`src/rtl/pressure_pkg.sv`:
```
// Shared types and default timing constants for the pressure cycle controller.
package pressure_pkg;
  localparam int STATE_W = 3;

  typedef enum logic [STATE_W-1:0] {
    ST_IDLE  = 3'd0,
    ST_RISE  = 3'd1,
    ST_HOLD  = 3'd2,
    ST_VENT  = 3'd3,
    ST_DONE  = 3'd4,
    ST_FAULT = 3'd5
  } state_t;

  localparam logic [15:0] HOLD_TICKS_DEF   = 16'd1000;
  localparam logic [15:0] RISE_TIMEOUT_DEF = 16'd64;
  localparam logic [15:0] VENT_TIMEOUT_DEF = 16'd64;

  function automatic logic is_busy(input state_t s);
    return (s == ST_RISE) || (s == ST_HOLD) || (s == ST_VENT);
  endfunction
endpackage

```
`src/rtl/tick_timer.sv`:
```
// Saturating 16-bit tick counter; advances and clears only on enabled ticks.
module tick_timer (
  input  logic        clk,
  input  logic        rst_n,
  input  logic        en,
  input  logic        clr,
  output logic [15:0] count
);
  always_ff @(posedge clk or negedge rst_n) begin
    if (!rst_n) begin
      count <= 16'd0;
    end else if (en) begin
      if (clr) begin
        count <= 16'd0;
      end else if (count != 16'hFFFF) begin
        count <= count + 16'd1;
      end
    end
  end
endmodule

```
`src/rtl/pressure_ctrl.sv`:
```
// Pressurize / hold / vent cycle controller with cover interlock and fault latch.
//   state | meaning
//   IDLE  | waiting for start with cover closed
//   RISE  | pressurizing until high band, bounded by RISE_TIMEOUT
//   HOLD  | bang-bang regulation for HOLD_TICKS
//   VENT  | releasing pressure until zero, bounded by VENT_TIMEOUT
//   DONE  | one-tick completion pulse
//   FAULT | latched until clr_fault with zero pressure
module pressure_ctrl
  import pressure_pkg::*;
#(
  parameter logic [15:0] HOLD_TICKS   = HOLD_TICKS_DEF,
  parameter logic [15:0] RISE_TIMEOUT = RISE_TIMEOUT_DEF,
  parameter logic [15:0] VENT_TIMEOUT = VENT_TIMEOUT_DEF
) (
  input  logic               clk,
  input  logic               rst_n,
  input  logic               en,
  input  logic               start,
  input  logic               abort,
  input  logic               clr_fault,
  input  logic               S_cover_closed,
  input  logic               S_cover_opened,
  input  logic [15:0]        S_pressure,
  input  logic               S_pressure_low,
  input  logic               S_pressure_medium,
  input  logic               S_pressure_high,
  output logic               X_pressurize,
  output logic               X_cover_lock,
  output logic               busy,
  output logic               done,
  output logic               fault,
  output logic [STATE_W-1:0] state
);
  state_t      state_q, state_d;
  logic [15:0] count;
  logic        clr;
  logic        p_zero;
  logic        xp_d, lock_d;

  assign p_zero = (S_pressure == 16'd0);
  assign clr    = en && (state_d != state_q);
  assign state  = state_q;

  tick_timer u_timer (
    .clk   (clk),
    .rst_n (rst_n),
    .en    (en),
    .clr   (clr),
    .count (count)
  );

  always_ff @(posedge clk or negedge rst_n) begin
    if (!rst_n) state_q <= ST_IDLE;
    else        state_q <= state_d;
  end

  // Within each state the branches follow the tick priority: cover, abort, faults, progress.
  always_comb begin
    state_d = state_q;
    if (en) begin
      case (state_q)
        ST_IDLE:  if (start && S_cover_closed) state_d = ST_RISE;
        ST_RISE: begin
          if (S_cover_opened)                                    state_d = ST_FAULT;
          else if (abort)                                        state_d = ST_VENT;
          else if (count == RISE_TIMEOUT && !S_pressure_high)    state_d = ST_FAULT;
          else if (S_pressure_high)                              state_d = ST_HOLD;
        end
        ST_HOLD: begin
          if (S_cover_opened)            state_d = ST_FAULT;
          else if (abort)                state_d = ST_VENT;
          else if (S_pressure_low)       state_d = ST_FAULT;
          else if (count == HOLD_TICKS)  state_d = ST_VENT;
        end
        ST_VENT: begin
          if (S_cover_opened)                        state_d = ST_FAULT;
          else if (!p_zero && count == VENT_TIMEOUT) state_d = ST_FAULT;
          else if (p_zero)                           state_d = ST_DONE;
        end
        ST_DONE:  state_d = ST_IDLE;
        ST_FAULT: if (clr_fault && p_zero) state_d = ST_IDLE;
        default:  state_d = ST_IDLE;
      endcase
    end
  end

  // Outputs are decoded from the state being entered and registered with it.
  always_comb begin
    xp_d   = 1'b0;
    lock_d = 1'b0;
    case (state_d)
      ST_RISE: begin
        xp_d   = 1'b1;
        lock_d = 1'b1;
      end
      ST_HOLD: begin
        lock_d = 1'b1;
        if (S_pressure_high)        xp_d = 1'b0;
        else if (S_pressure_medium) xp_d = 1'b1;
        else                        xp_d = X_pressurize;
      end
      ST_VENT:  lock_d = 1'b1;
      ST_FAULT: lock_d = !p_zero;
      default: begin
        xp_d   = 1'b0;
        lock_d = 1'b0;
      end
    endcase
  end

  always_ff @(posedge clk or negedge rst_n) begin
    if (!rst_n) begin
      X_pressurize <= 1'b0;
      X_cover_lock <= 1'b0;
      busy         <= 1'b0;
      done         <= 1'b0;
      fault        <= 1'b0;
    end else if (en) begin
      X_pressurize <= xp_d;
      X_cover_lock <= lock_d;
      busy         <= is_busy(state_d);
      done         <= (state_d == ST_DONE);
      fault        <= (state_d == ST_FAULT);
    end
  end
endmodule

```
`config.mk`:
```
export PLATFORM = sky130hd
export DESIGN_NAME = pressure_ctrl
export DESIGN_NICKNAME = d
export VERILOG_FILES = /design/src/rtl/pressure_pkg.sv /design/src/rtl/tick_timer.sv /design/src/rtl/pressure_ctrl.sv
export SDC_FILE = /design/constraint.sdc
export NUM_CORES = 1
export LEC_CHECK = 0
export ABC_AREA = 1
export BUFFER_PORTS_ARGS = -buffer_cell sky130_fd_sc_hd__buf_2
export CAP_MARGIN = 20
export CORE_MARGIN = 2
export CORE_UTILIZATION = 34
export DETAILED_ROUTE_END_ITERATION = 10
export GPL_ROUTABILITY_DRIVEN = 0
export GPL_TIMING_DRIVEN = 0
export REMOVE_ABC_BUFFERS = 1
export SETUP_SLACK_MARGIN = 0.4
export SYNTH_ARGS = -nofsm -noshare
export SYNTH_HDL_FRONTEND = slang
export SYNTH_SLANG_ARGS = --single-unit
```
`constraint.sdc`:
```
create_clock -name clk -period 3.59 [get_ports clk]
set_input_delay 0.718 -clock clk [delete_from_list [all_inputs] [get_ports clk]]
set_output_delay 0.718 -clock clk [all_outputs]
set_load 0.02 [all_outputs]
```
After elaboration in Yosys (flattened, before gate mapping)
Cells that the tools add are included.

Output and inout port bits: 8. Logic and storage cells: 58. Flip-flop bits (word level): 24. Input bits: 27.

Reduce and logical (&&, ||, !) cells: 15. Muxes and demuxes: 21. Equality and inequality tests: 14. Add/sub/neg operators: 1.

Operators with widths (count): $mux 3 (14); $mux 16 (2); $add 16x1->16 const B (1); $eq 16x10->1 const B (1); $eq 16x7->1 const B (1); $logic_not 16->1 (1); $ne 16x16->1 const B (1); $pmux 3 s5 (1); $eq 3x2->1 const B (4); $eq 3x3->1 const B (3); $eq 3x1->1 const B (2); $logic_and 1x1->1 (5); $pmux 1 s2 (2); $reduce_and 2->1 (2); $logic_not 3->1 (1); $ne 3x3->1 (1); $ne 3x3->1 const B (1); $reduce_or 3->1 (1); $logic_not 1->1 (2); $logic_or 1x1->1 (2); $mux 1 (2); $reduce_bool 2->1 (1).

Depth between registers and ports, before layout
Gate-level depths: netlist of run 1.

Depth in word-level cells: 11. Gate-level depth with buffers: 16. Gate-level depth less buffers: 16.

Hierarchy
A second synthesis of run 1 with hierarchy kept.

Cell total of the unflattened synthesis: 290. Area total of the unflattened synthesis: 1850.5 µm².

Modules (own cells, without submodules): tick_timer (sequential area each 400.4 µm², cells each 145, instances 1, area each 1046.0 µm²); pressure_ctrl (sequential area each 200.2 µm², cells each 145, instances 1, area each 804.5 µm²).

Worst setup path after synthesis of run 1
Ideal clock, no wire load.

Kind: input-to-reg. Start point: input port S_pressure[0]. End point: register u_timer.count[15]. Arrival: 1900 ps. Library setup time: 118 ps. Required time: 3472 ps. Path buffers: 1. Stages: 13. Path slack: 1571 ps. Cell sequence: nor2_1 -> nand2_1 -> nor2_1 -> nand2_1 -> inv_1 -> nor2_1 -> nand4_1 -> nand3_1 -> o21ai_0 -> nand2_2 -> buf_2 -> nand4_1 -> nand2_1.

Longest elaborated chain between the ends: 11. Elaborated cells between the ends (all ways): 15. Classes of those cells: eq/ne (1); mux (7); reduce/logical (7).

RTL lines: start, declared (RTL line pressure_ctrl.sv:24) `input logic [15:0] S_pressure,`; $logic_not 16->1 * (RTL line pressure_ctrl.sv:41) `assign p_zero = (S_pressure == 16'd0);`; $logic_not 1->1 (RTL line pressure_ctrl.sv:78) `else if (!p_zero && count == VENT_TIMEOUT) state_d = ST_FAULT;`; $logic_and 1x1->1 (RTL line pressure_ctrl.sv:78); $mux 3 (RTL line pressure_ctrl.sv:78); $mux 3 (RTL line pressure_ctrl.sv:77) `if (S_cover_opened) state_d = ST_FAULT;`; $pmux 3 s5 * (RTL line pressure_ctrl.sv:62) `case (state_q)`; $mux 3 * (RTL line pressure_ctrl.sv:61) `if (en) begin`; $ne 3x3->1 * (RTL line pressure_ctrl.sv:42) `assign clr = en && (state_d != state_q);`; $logic_and 1x1->1 * (RTL line pressure_ctrl.sv:42); $reduce_bool 2->1 (no source line); $reduce_and 2->1 (no source line); end signal, assigned (RTL line tick_timer.sv:16) `count <= count + 16'd1;`; end, declared (RTL line tick_timer.sv:7) `output logic [15:0] count`.

Mark *: on every way between the ends. The rest lies on a longest branch, timed or not. A chain may end at the register's enable or synchronous reset.

Worst setup path in the final report of run 1
Start point: register u_timer.count[0]. End point: register u_timer.count[10].

Longest elaborated chain between the ends: 11. Elaborated cells between the ends (all ways): 23. Classes of those cells: add/sub (1); eq/ne (4); mux (13); reduce/logical (5).

RTL lines (RTL line): $eq 16x10->1 or $eq 16x7->1 (tied branches) (pressure_ctrl.sv:74, pressure_ctrl.sv:67, pressure_ctrl.sv:78); $mux 3 or $logic_and 1x1->1 (tied branches) (pressure_ctrl.sv:74, pressure_ctrl.sv:67); $mux 3 (on tied branches) (pressure_ctrl.sv:73, pressure_ctrl.sv:67); $mux 3 (on tied branches) (pressure_ctrl.sv:72, pressure_ctrl.sv:66); $mux 3 (on tied branches) (pressure_ctrl.sv:71, pressure_ctrl.sv:65); $pmux 3 s5 (pressure_ctrl.sv:62); $mux 3 (pressure_ctrl.sv:61); $ne 3x3->1 (pressure_ctrl.sv:42); $logic_and 1x1->1 (pressure_ctrl.sv:42); $reduce_bool 2->1 (no source line); $reduce_and 2->1 (no source line).

Several ways; a longest one is shown, not always the timed one. The select of a mux whose other input is x is not followed.

==> out/results.md, run 1 <==
• **total track usage** 15.9%
• **capturing element type of the critical path** register
• **share of the core filled with cells in the final layout** 40.1%
• **leak pwr** 1.16 nW
• **Seq/Total Area, Yosys** 31.8%
• **number of warnings printed during yosys synthesis** 0
• **number of port buffers** 34
• **cell taking the most area after synthesis** sky130_fd_sc_hd__dfrtp_1
• **count of pins on the block boundary** 35
• **postcts setup bufs** 0
• **number of max-slew violations in the final report** 0
• **final setup vio count** 0
• **clock transition at the register clock pins on the worst setup and hold paths after CTS** 0.09 ns
• **fraction of synthesized cell area in xor and xnor cells** 5.56%
• **Worst Path Class, Setup** reg2reg
• **row count** 27
• **Req. time, crit path** 3.75 ns
• **initial core utilization** 34.8%
• **total number of nets in the final design** 351
• **Syn Inst Count** 288
• **Hold Violations, Final** 0
• **area fraction in compound gates after synthesis** 5.29%
• **RSZ-0062 raised after global routing** false
• **beginning of the critical path** u_timer.count[0]$_DFFE_PN0P_
• **Max Buffers Root-to-Sink** 2
• **wire length of the first global-routing pass** 8.02 mm
• **average cell area after synthesis** 6.56 um^2
• **multiplexer share of the synthesized area** 0%
• **Synth area leaders** sky130_fd_sc_hd__dfrtp_1 32%, sky130_fd_sc_hd__nand2_1 16%, sky130_fd_sc_hd__nor2_1 11%
• **CTS buffer count** 3
• **post-synthesis instance area** 0.00189 mm^2
• **relative max-transition margin** 53.5%
• **average routed wire per standard cell** 11.4 um
• **worst-skew pair later-pin latency** 0.27 ns
• **H-tree levels** 1
• **VDD IR max** 0.196 mV
• **antenna violations before repair** 0
• **DIE WIDTH** 78.6 um
• **Fmax** 395 MHz
• **Slew @ Worst Pin** 0.697 ns
• **DRC violation count after routing** 0
• **internal power summed over all cells** 594 uW
• **combinational family with the most area after synthesis** simple AND/OR/NAND/NOR gates
• **portion of total power attributed to combinational logic** 40.6%
• **crit path launch type** register
• **sink count of the clock tree** 24
• **number of iterations in the first detailed-routing pass** 4
• **post-synthesis simple-gate area fraction** 47.5%
• **number of DRC markers after the initial detailed-route iteration** 63
• **vias after detailed routing** 1,887
• **clock tree from TritonCTS** yes
• **Die ar.** 0.00617 mm^2
• **largest net degree at the start of global routing** 25
• **P&R area growth vs syn** 15.2%
• **power share of the clock group** 23.6%
• **Critical R2R Launch** u_timer.count[0]$_DFFE_PN0P_
• **top fanout value on the critical path** 14
• **Data arrival, critical path** 2.69 ns
• **share of synthesized cell area in full adder, half adder and majority cells** 1.32%
• **worst hold-check path type** in2async
• **number of nets with antenna violations after detailed routing** 0
• **share of the clock period used by the worst path** 70.5%
• **Resized cells post-CTS** 0
• **Placeable Area** 0.00544 mm^2
• **HPWL after detailed placement** 3.44 mm
• **share of final-layout standard cells stronger than drive strength 1** 17.8%
• **worst clock skew on the final layout** 0.00401 ns
• **Yosys top cell area share** 31.8%
• **Die Span Y** 78.6 um
• **fillcell total** 577
• **total negative slack** 0 ns
• **count of antenna diodes in the layout** 0
• **outcome** finished, final reports clean
• **Via-to-Cell Ratio** 4.80
• **Min Clock Period, post-route** 2.53 ns
• **via count of the first global-routing pass** 1,873
• **max-capacitance violation count** 0
• **power density of the placed cells** 469 mW/mm^2
• **final wirelength** 4.48 mm
• **fraction of power spent switching nets** 41.8%
• **clock root buffer master** sky130_fd_sc_hd__clkbuf_8
• **synthesized flop and latch total** 24
• **net switching power** 427 uW
• **Hold Buf Count CTS** 0
• **register share of total power** 35.9%
• **GR Overflow Total** 0
• **Netlist cell types** 31
worst paths after layout:
kind | end | slack (ns) | depth (start not counted)
worst min-delay path | u_timer.count[0]$_DFFE_PN0P_ | 0.42 | 1
min in group clk | X_pressurize$_DFFE_PN0P_ | 0.48 | 2
max in group asynchronous | state[1]$_DFF_PN0_ | 2.80 | 1
worst max-delay path | u_timer.count[10]$_DFFE_PN0P_ | 1.06 | 12
worst max register to register | u_timer.count[10]$_DFFE_PN0P_ | 1.06 | 12
worst min register to register | X_pressurize$_DFFE_PN0P_ | 0.48 | 2
power groups by stage:
stage                     Sequential [mW]  Clock [mW]  Combinational, mW
after floorplan                     0.400           0              0.260
after global placement              0.370           0              0.412
after detailed placement            0.371           0              0.419
after CTS                           0.365       0.250              0.421
after global routing                0.375       0.263              0.477
final                               0.366       0.241              0.414
layout by cell type (no fill, tap or decap), types with 3 or more instances in the layout:
cell type                   n
sky130_fd_sc_hd__xor2_1     9
sky130_fd_sc_hd__nand2_2    3
sky130_fd_sc_hd__dfrtp_1   24
sky130_fd_sc_hd__nand2_1   82
sky130_fd_sc_hd__inv_1     25
sky130_fd_sc_hd__o21ai_1    3
sky130_fd_sc_hd__nor2_1    55
sky130_fd_sc_hd__o21ai_0    7
sky130_fd_sc_hd__nand3_2    3
sky130_fd_sc_hd__nand3_1   25
sky130_fd_sc_hd__buf_2     34
sky130_fd_sc_hd__nand4_1   20
sky130_fd_sc_hd__xnor2_1    3
sky130_fd_sc_hd__clkbuf_8   3
sky130_fd_sc_hd__inv_2      4
per-layer routing:
metal / GRT usage, % / routed length (um)
met1: 20.7 / 2120
met2: 27.9 / 2100
met3: 1.61 / 212
met4: 4.56 / 46
met5: 0 / 0
critical path, stage by stage (launching register included):
cell and delay (ns):
sky130_fd_sc_hd__dfrtp_1 0.42, sky130_fd_sc_hd__ha_1 0.25, sky130_fd_sc_hd__nand3_2 0.11, sky130_fd_sc_hd__nor3_4 0.05, sky130_fd_sc_hd__nand3_2 0.09, sky130_fd_sc_hd__nor2_2 0.05, sky130_fd_sc_hd__nand3_2 0.08, sky130_fd_sc_hd__nor2_2 0.04
sky130_fd_sc_hd__a21oi_2 0.56, sky130_fd_sc_hd__clkinv_2 0.38, sky130_fd_sc_hd__nor2_1 0.20, sky130_fd_sc_hd__xnor2_1 0.13, sky130_fd_sc_hd__nor2_1 0.05
through the flow:
| stage | total power [mW] | setup WS [ns] | area (um^2) | instances | hold WS [ns] |
|---|---|---|---|---|---|
| after global placement | 0.782 | 0.904 | 2110 | 389 | 0.450 |
| after CTS | 1.04 | 1.04 | 2180 | 393 | 0.438 |
| after floorplan | 0.660 | 1.51 | 1850 | 283 | 0.422 |
| after detailed placement | 0.790 | 0.912 | 2110 | 389 | 0.463 |
| final | 1.02 | 1.06 | 2180 | 393 | 0.422 |
| after global routing | 1.12 | 0.793 | 2180 | 393 | 0.469 |
state kept, by name (all words and copies together) (netlist names):
| signal | cells |
|---|---|
| X_cover_lock | 1 |
| X_pressurize | 1 |
| busy | 1 |
| done | 1 |
| fault | 1 |
| state | 3 |
| u_timer.count | 16 |
cell usage after synthesis:
cell type,count
sky130_fd_sc_hd__nand2_1,82
sky130_fd_sc_hd__nor2_1,55
sky130_fd_sc_hd__inv_1,25
sky130_fd_sc_hd__nand3_1,25
sky130_fd_sc_hd__dfrtp_1,24
sky130_fd_sc_hd__nand4_1,20
sky130_fd_sc_hd__xor2_1,9
sky130_fd_sc_hd__o21ai_0,7
sky130_fd_sc_hd__inv_2,4
sky130_fd_sc_hd__buf_6,3
sky130_fd_sc_hd__nand2_2,3
sky130_fd_sc_hd__nand3_2,3
sky130_fd_sc_hd__o21ai_1,3
sky130_fd_sc_hd__xnor2_1,3
sky130_fd_sc_hd__a21oi_1,2
sky130_fd_sc_hd__buf_2,2
sky130_fd_sc_hd__ha_1,2
sky130_fd_sc_hd__nor2_2,2
sky130_fd_sc_hd__nor3_4,2
sky130_fd_sc_hd__a21oi_2,1
sky130_fd_sc_hd__and3_1,1
sky130_fd_sc_hd__clkinv_1,1
sky130_fd_sc_hd__clkinv_2,1
sky130_fd_sc_hd__nand3b_1,1
sky130_fd_sc_hd__nor2_4,1
sky130_fd_sc_hd__nor3_1,1
sky130_fd_sc_hd__nor3_2,1
sky130_fd_sc_hd__o211ai_1,1
sky130_fd_sc_hd__o21ai_2,1
sky130_fd_sc_hd__o21bai_1,1
sky130_fd_sc_hd__o31ai_1,1
cells by family after synthesis:
group,Yosys count
AOI/OAI and AO/OA,17
adders and majority gates,2
xor gates and xnor gates,12
buffers and inverters,36
and+or+nand+nor,197
DFF,24
area by class of cell:
type | count | area [um^2] | area share, %
repair buffers | 34 | 170 | 7.81
clock inverters | 1 | 30.0 | 1.38
multi-input cells | 228 | 1130 | 51.8
clock buffers | 3 | 41.3 | 1.90
well taps | 72 | 90.1 | 4.14
flip-flops and latches | 24 | 601 | 27.6
inverters | 31 | 118 | 5.40
Note: power is estimated with default switching activity, not from simulation.
==> run 2, diff against run 1 <==
--- a/config.mk
+++ b/config.mk
@@ -5,7 +5,7 @@
 export SDC_FILE = /design/constraint.sdc
 export NUM_CORES = 1
 export LEC_CHECK = 0
-export ABC_AREA = 1
+export ABC_AREA = 0
 export BUFFER_PORTS_ARGS = -buffer_cell sky130_fd_sc_hd__buf_2
 export CAP_MARGIN = 20
 export CORE_MARGIN = 2
==> constraint.sdc (replaced) <==
create_clock -name clk -period 2.34 [get_ports clk]
set_input_delay 0.468 -clock clk [delete_from_list [all_inputs] [get_ports clk]]
set_output_delay 0.468 -clock clk [all_outputs]
set_load 0.02 [all_outputs]
==> out/results.md, run 2 <==
• **leak pwr** 0.973 nW, was 1.16 nW
• **count of pins on the block boundary** 35, unchanged
• **synth cell count leaders** 24 x sky130_fd_sc_hd__dfrtp_1, 18 x sky130_fd_sc_hd__nor2_1, 14 x sky130_fd_sc_hd__inv_1, was 82 x sky130_fd_sc_hd__nand2_1, 55 x sky130_fd_sc_hd__nor2_1, 25 x sky130_fd_sc_hd__inv_1, 25 x sky130_fd_sc_hd__nand3_1, 24 x sky130_fd_sc_hd__dfrtp_1
• **Die Span Y** 75.3 um, was 78.6 um
• **Final Worst Setup Slack** 0.0149 ns, was 1.06 ns
• **largest incremental delay on the critical path** 0.56 ns, about the same
• **vias after detailed routing** 1,605, was 1,887
• **FF/Latch Area** 609 um^2, was 601 um^2
• **Yosys top cell area share** 34.8%, was 31.8%
• **Max Buffers Root-to-Sink** 2, unchanged
• **VDD IR max** 0.390 mV, was 0.196 mV
• **sink count of the clock tree** 24, unchanged
• **synthesized flop and latch total** 24, unchanged
• **post-route worst hold slack** 0.176 ns, was 0.422 ns
• **Placeable Area** 0.00482 mm^2, was 0.00544 mm^2
• **number of max-slew violations in the final report** 0, unchanged
• **row count** 25, was 27
• **HPWL after detailed placement** 2.93 mm, was 3.44 mm
• **clock transition at the register clock pins on the worst setup and hold paths after CTS** 0.08 ns, was 0.09 ns
• **Post-synth ARST share** 100%, unchanged
• **average cell area after synthesis** 9.44 um^2, was 6.56 um^2
• **wire length of the first global-routing pass** 7.10 mm, was 8.02 mm
• **Slowest-stage cell, CP** sky130_fd_sc_hd__or4_4, was sky130_fd_sc_hd__a21oi_2
• **count of antenna diodes in the layout** 0, unchanged
• **share of final-layout standard cells stronger than drive strength 1** 45.3%, was 17.8%
• **Die ar.** 0.00566 mm^2, was 0.00617 mm^2
• **capturing element type of the critical path** register, unchanged
• **power density of the placed cells** 874 mW/mm^2, was 469 mW/mm^2
• **outcome** finished, final reports clean, unchanged
• **largest net degree at the start of global routing** 25, unchanged
• **fillcell total** 465, was 577
• **GR Overflow Total** 0, unchanged
• **DIE WIDTH** 75.3 um, was 78.6 um
• **H-tree levels** 1, unchanged
• **CTS buffer count** 3, unchanged
• **via count of the first global-routing pass** 1,545, was 1,873
• **total area of multi-input combinational cells** 0.00118 mm^2, was 0.00113 mm^2
• **Netlist cell types** 58, was 31
• **Fmax** 430 MHz, was 395 MHz
• **relative max-transition margin** 60.7%, was 53.5%
• **share of the core filled with cells in the final layout** 48.1%, was 40.1%
• **flip-flop count of the largest register after layout** 16, unchanged
• **final setup vio count** 0, unchanged
• **Post-synth top flop** sky130_fd_sc_hd__dfrtp_1, unchanged
• **crit path launch type** register, unchanged
• **number of nets with antenna violations after detailed routing** 0, unchanged
• **post-synthesis instance area** 0.00173 mm^2, was 0.00189 mm^2
• **Setup WS pre-CTS** -0.396 ns, was 0.912 ns
• **initial core utilization** 35.8%, was 34.8%
• **Min Clock Period, post-route** 2.33 ns, was 2.53 ns
• **number of warnings printed during yosys synthesis** 0, unchanged
• **total track usage** 16.7%, was 15.9%
• **total negative slack** 0 ns, unchanged
• **worst hold-check path type** in2async, unchanged
• **number of DRC markers after the initial detailed-route iteration** 118, was 63
• **total number of nets in the final design** 265, was 351
• **worst-skew pair later-pin latency** 0.27 ns, about the same
• **number of port buffers** 34, unchanged
• **Syn Inst Count** 183, was 288
• **Synth area leaders** sky130_fd_sc_hd__dfrtp_1 35%, sky130_fd_sc_hd__nor2_1 3.9%, sky130_fd_sc_hd__nor4_4 3.7%, was sky130_fd_sc_hd__dfrtp_1 32%, sky130_fd_sc_hd__nand2_1 16%, sky130_fd_sc_hd__nor2_1 11%
• **clock root buffer master** sky130_fd_sc_hd__clkbuf_8, unchanged
• **register bank with the most flops** u_timer.count, unchanged
• **share of the clock period used by the worst path** 99.4%, was 70.5%
• **number of flops mapped to enable cells by yosys** 0, unchanged
• **cell taking the most area after synthesis** sky130_fd_sc_hd__dfrtp_1, unchanged
• **Seq/Total Area, Yosys** 34.8%, was 31.8%
• **final wirelength** 4.37 mm, was 4.48 mm
• **clock tree from TritonCTS** yes, unchanged
• **P&R area growth vs syn** 34.2%, was 15.2%
• **RSZ-0062 raised after global routing** true, was false
• **Data arrival, critical path** 2.47 ns, was 2.69 ns
• **DRC violation count after routing** 0, unchanged
• **CP Cell Sequence** or4_4, nor4_4, a31oi_2, a31oi_2, buf_4, nor4_4, buf_4, nand3_1, o311ai_1, was ha_1, nand3_2, nor3_4, nand3_2, nor2_2, nand3_2, nor2_2, a21oi_2, clkinv_2, nor2_1, xnor2_1, nor2_1
• **Worst Path Class, Setup** reg2reg, unchanged
• **average routed wire per standard cell** 14.5 um, was 11.4 um
• **worst clock skew on the final layout** 0.00290 ns, was 0.00401 ns
• **antenna violations before repair** 0, unchanged
• **number of iterations in the first detailed-routing pass** 4, unchanged
• **top fanout value on the critical path** 4, was 14
• **count leader, synth** sky130_fd_sc_hd__dfrtp_1, was sky130_fd_sc_hd__nand2_1
• **Slew @ Worst Pin** 0.589 ns, was 0.697 ns
• **FF-to-FF path depth** 9, was 12
• **max-capacitance violation count** 0, unchanged
• **most frequent standard cell in the layout excluding fill and tap cells** sky130_fd_sc_hd__buf_2, was sky130_fd_sc_hd__nand2_1
• **Hold Violations, Final** 0, unchanged
• **most frequent cells in the layout** 33 x sky130_fd_sc_hd__buf_2, 17 x sky130_fd_sc_hd__dfrtp_1, 16 x sky130_fd_sc_hd__nor2_1, 15 x sky130_fd_sc_hd__buf_4, 12 x sky130_fd_sc_hd__inv_1, was 82 x sky130_fd_sc_hd__nand2_1, 55 x sky130_fd_sc_hd__nor2_1, 34 x sky130_fd_sc_hd__buf_2, 25 x sky130_fd_sc_hd__inv_1, 25 x sky130_fd_sc_hd__nand3_1
• **Req. time, crit path** 2.49 ns, was 3.75 ns
• **Via-to-Cell Ratio** 5.33, was 4.80
-- run 2: repair_timing --
action / 4_1_cts / 5_1_grt
hold buffers: 0 / 0
pin swaps: 26 / 5
gates cloned: 1 / 0
buffers inserted: 16 / 4
setup endpoints to repair: 24 / 24
resized for setup: 31 / 13
-- run 2: power by group --
part	switching (mW)	internal [mW]	leakage (nW)
registers	0.0762	0.494	0.315
clock network	0.131	0.115	0.0216
logic	0.653	0.555	0.636
total	0.860	1.16	0.973
-- run 2: final cells by class --
type / count / area share [%]
well taps: 67 / 3.62
multi-input cells: 139 / 51.1
flip-flops and latches: 24 / 26.3
repair buffers: 54 / 14.9
inverters: 14 / 2.27
clock buffers: 3 / 1.78
-- run 2: final timing paths --
kind                       slack, ns                            end                          from
max                             0.01  u_timer.count[13]$_DFFE_PN0P_  u_timer.count[5]$_DFFE_PN0P_
min                             0.18             state[2]$_DFF_PN0_                         rst_n
max reg2reg                     0.01  u_timer.count[13]$_DFFE_PN0P_  u_timer.count[5]$_DFFE_PN0P_
min reg2reg                     0.50              fault$_DFFE_PN0P_             fault$_DFFE_PN0P_
max in group asynchronous       1.76  u_timer.count[15]$_DFFE_PN0P_                         rst_n
min in group clk                0.50              fault$_DFFE_PN0P_             fault$_DFFE_PN0P_
-- run 2: critical path, delay by kind of cell (launching register included) --
kind	cells	cell delay, ns
buffers and inverters	2	0.31
AND/OR/NAND/NOR	4	1.07
flip-flops	1	0.41
AO/OA/AOI/OAI	3	0.40
-- run 2: cells by family (layout without fill, tap and decap cells) --
group           Yosys count  after routing  synth area share, %
fa+ha+maj                 2              2                 1.45
buf+inv                  21             71                 5.15
flops                    24             24                 34.8
xor+xnor                  8              8                 4.06
compound gates           50             51                 25.7
simple gates             78             78                 28.9
-- run 2: routing by layer --
layer	routed length (um)	global-route usage [%]	vias to the layer above	part of all wire (%)
met5	0	0	-	0
met3	168	2.68	6	3.8
met2	2090	28.4	34	48
met1	2040	21.4	770	47
li1	-	-	795	-
met4	82	6.04	0	1.9
-- run 2: through the flow --
stage	total power, mW	cell area [um^2]	cells
floorplan	1.19	1690	176
global placement	1.40	1940	277
detailed placement	1.41	1940	277
CTS	1.92	2230	297
global route	2.16	2320	301
finish	2.02	2320	301
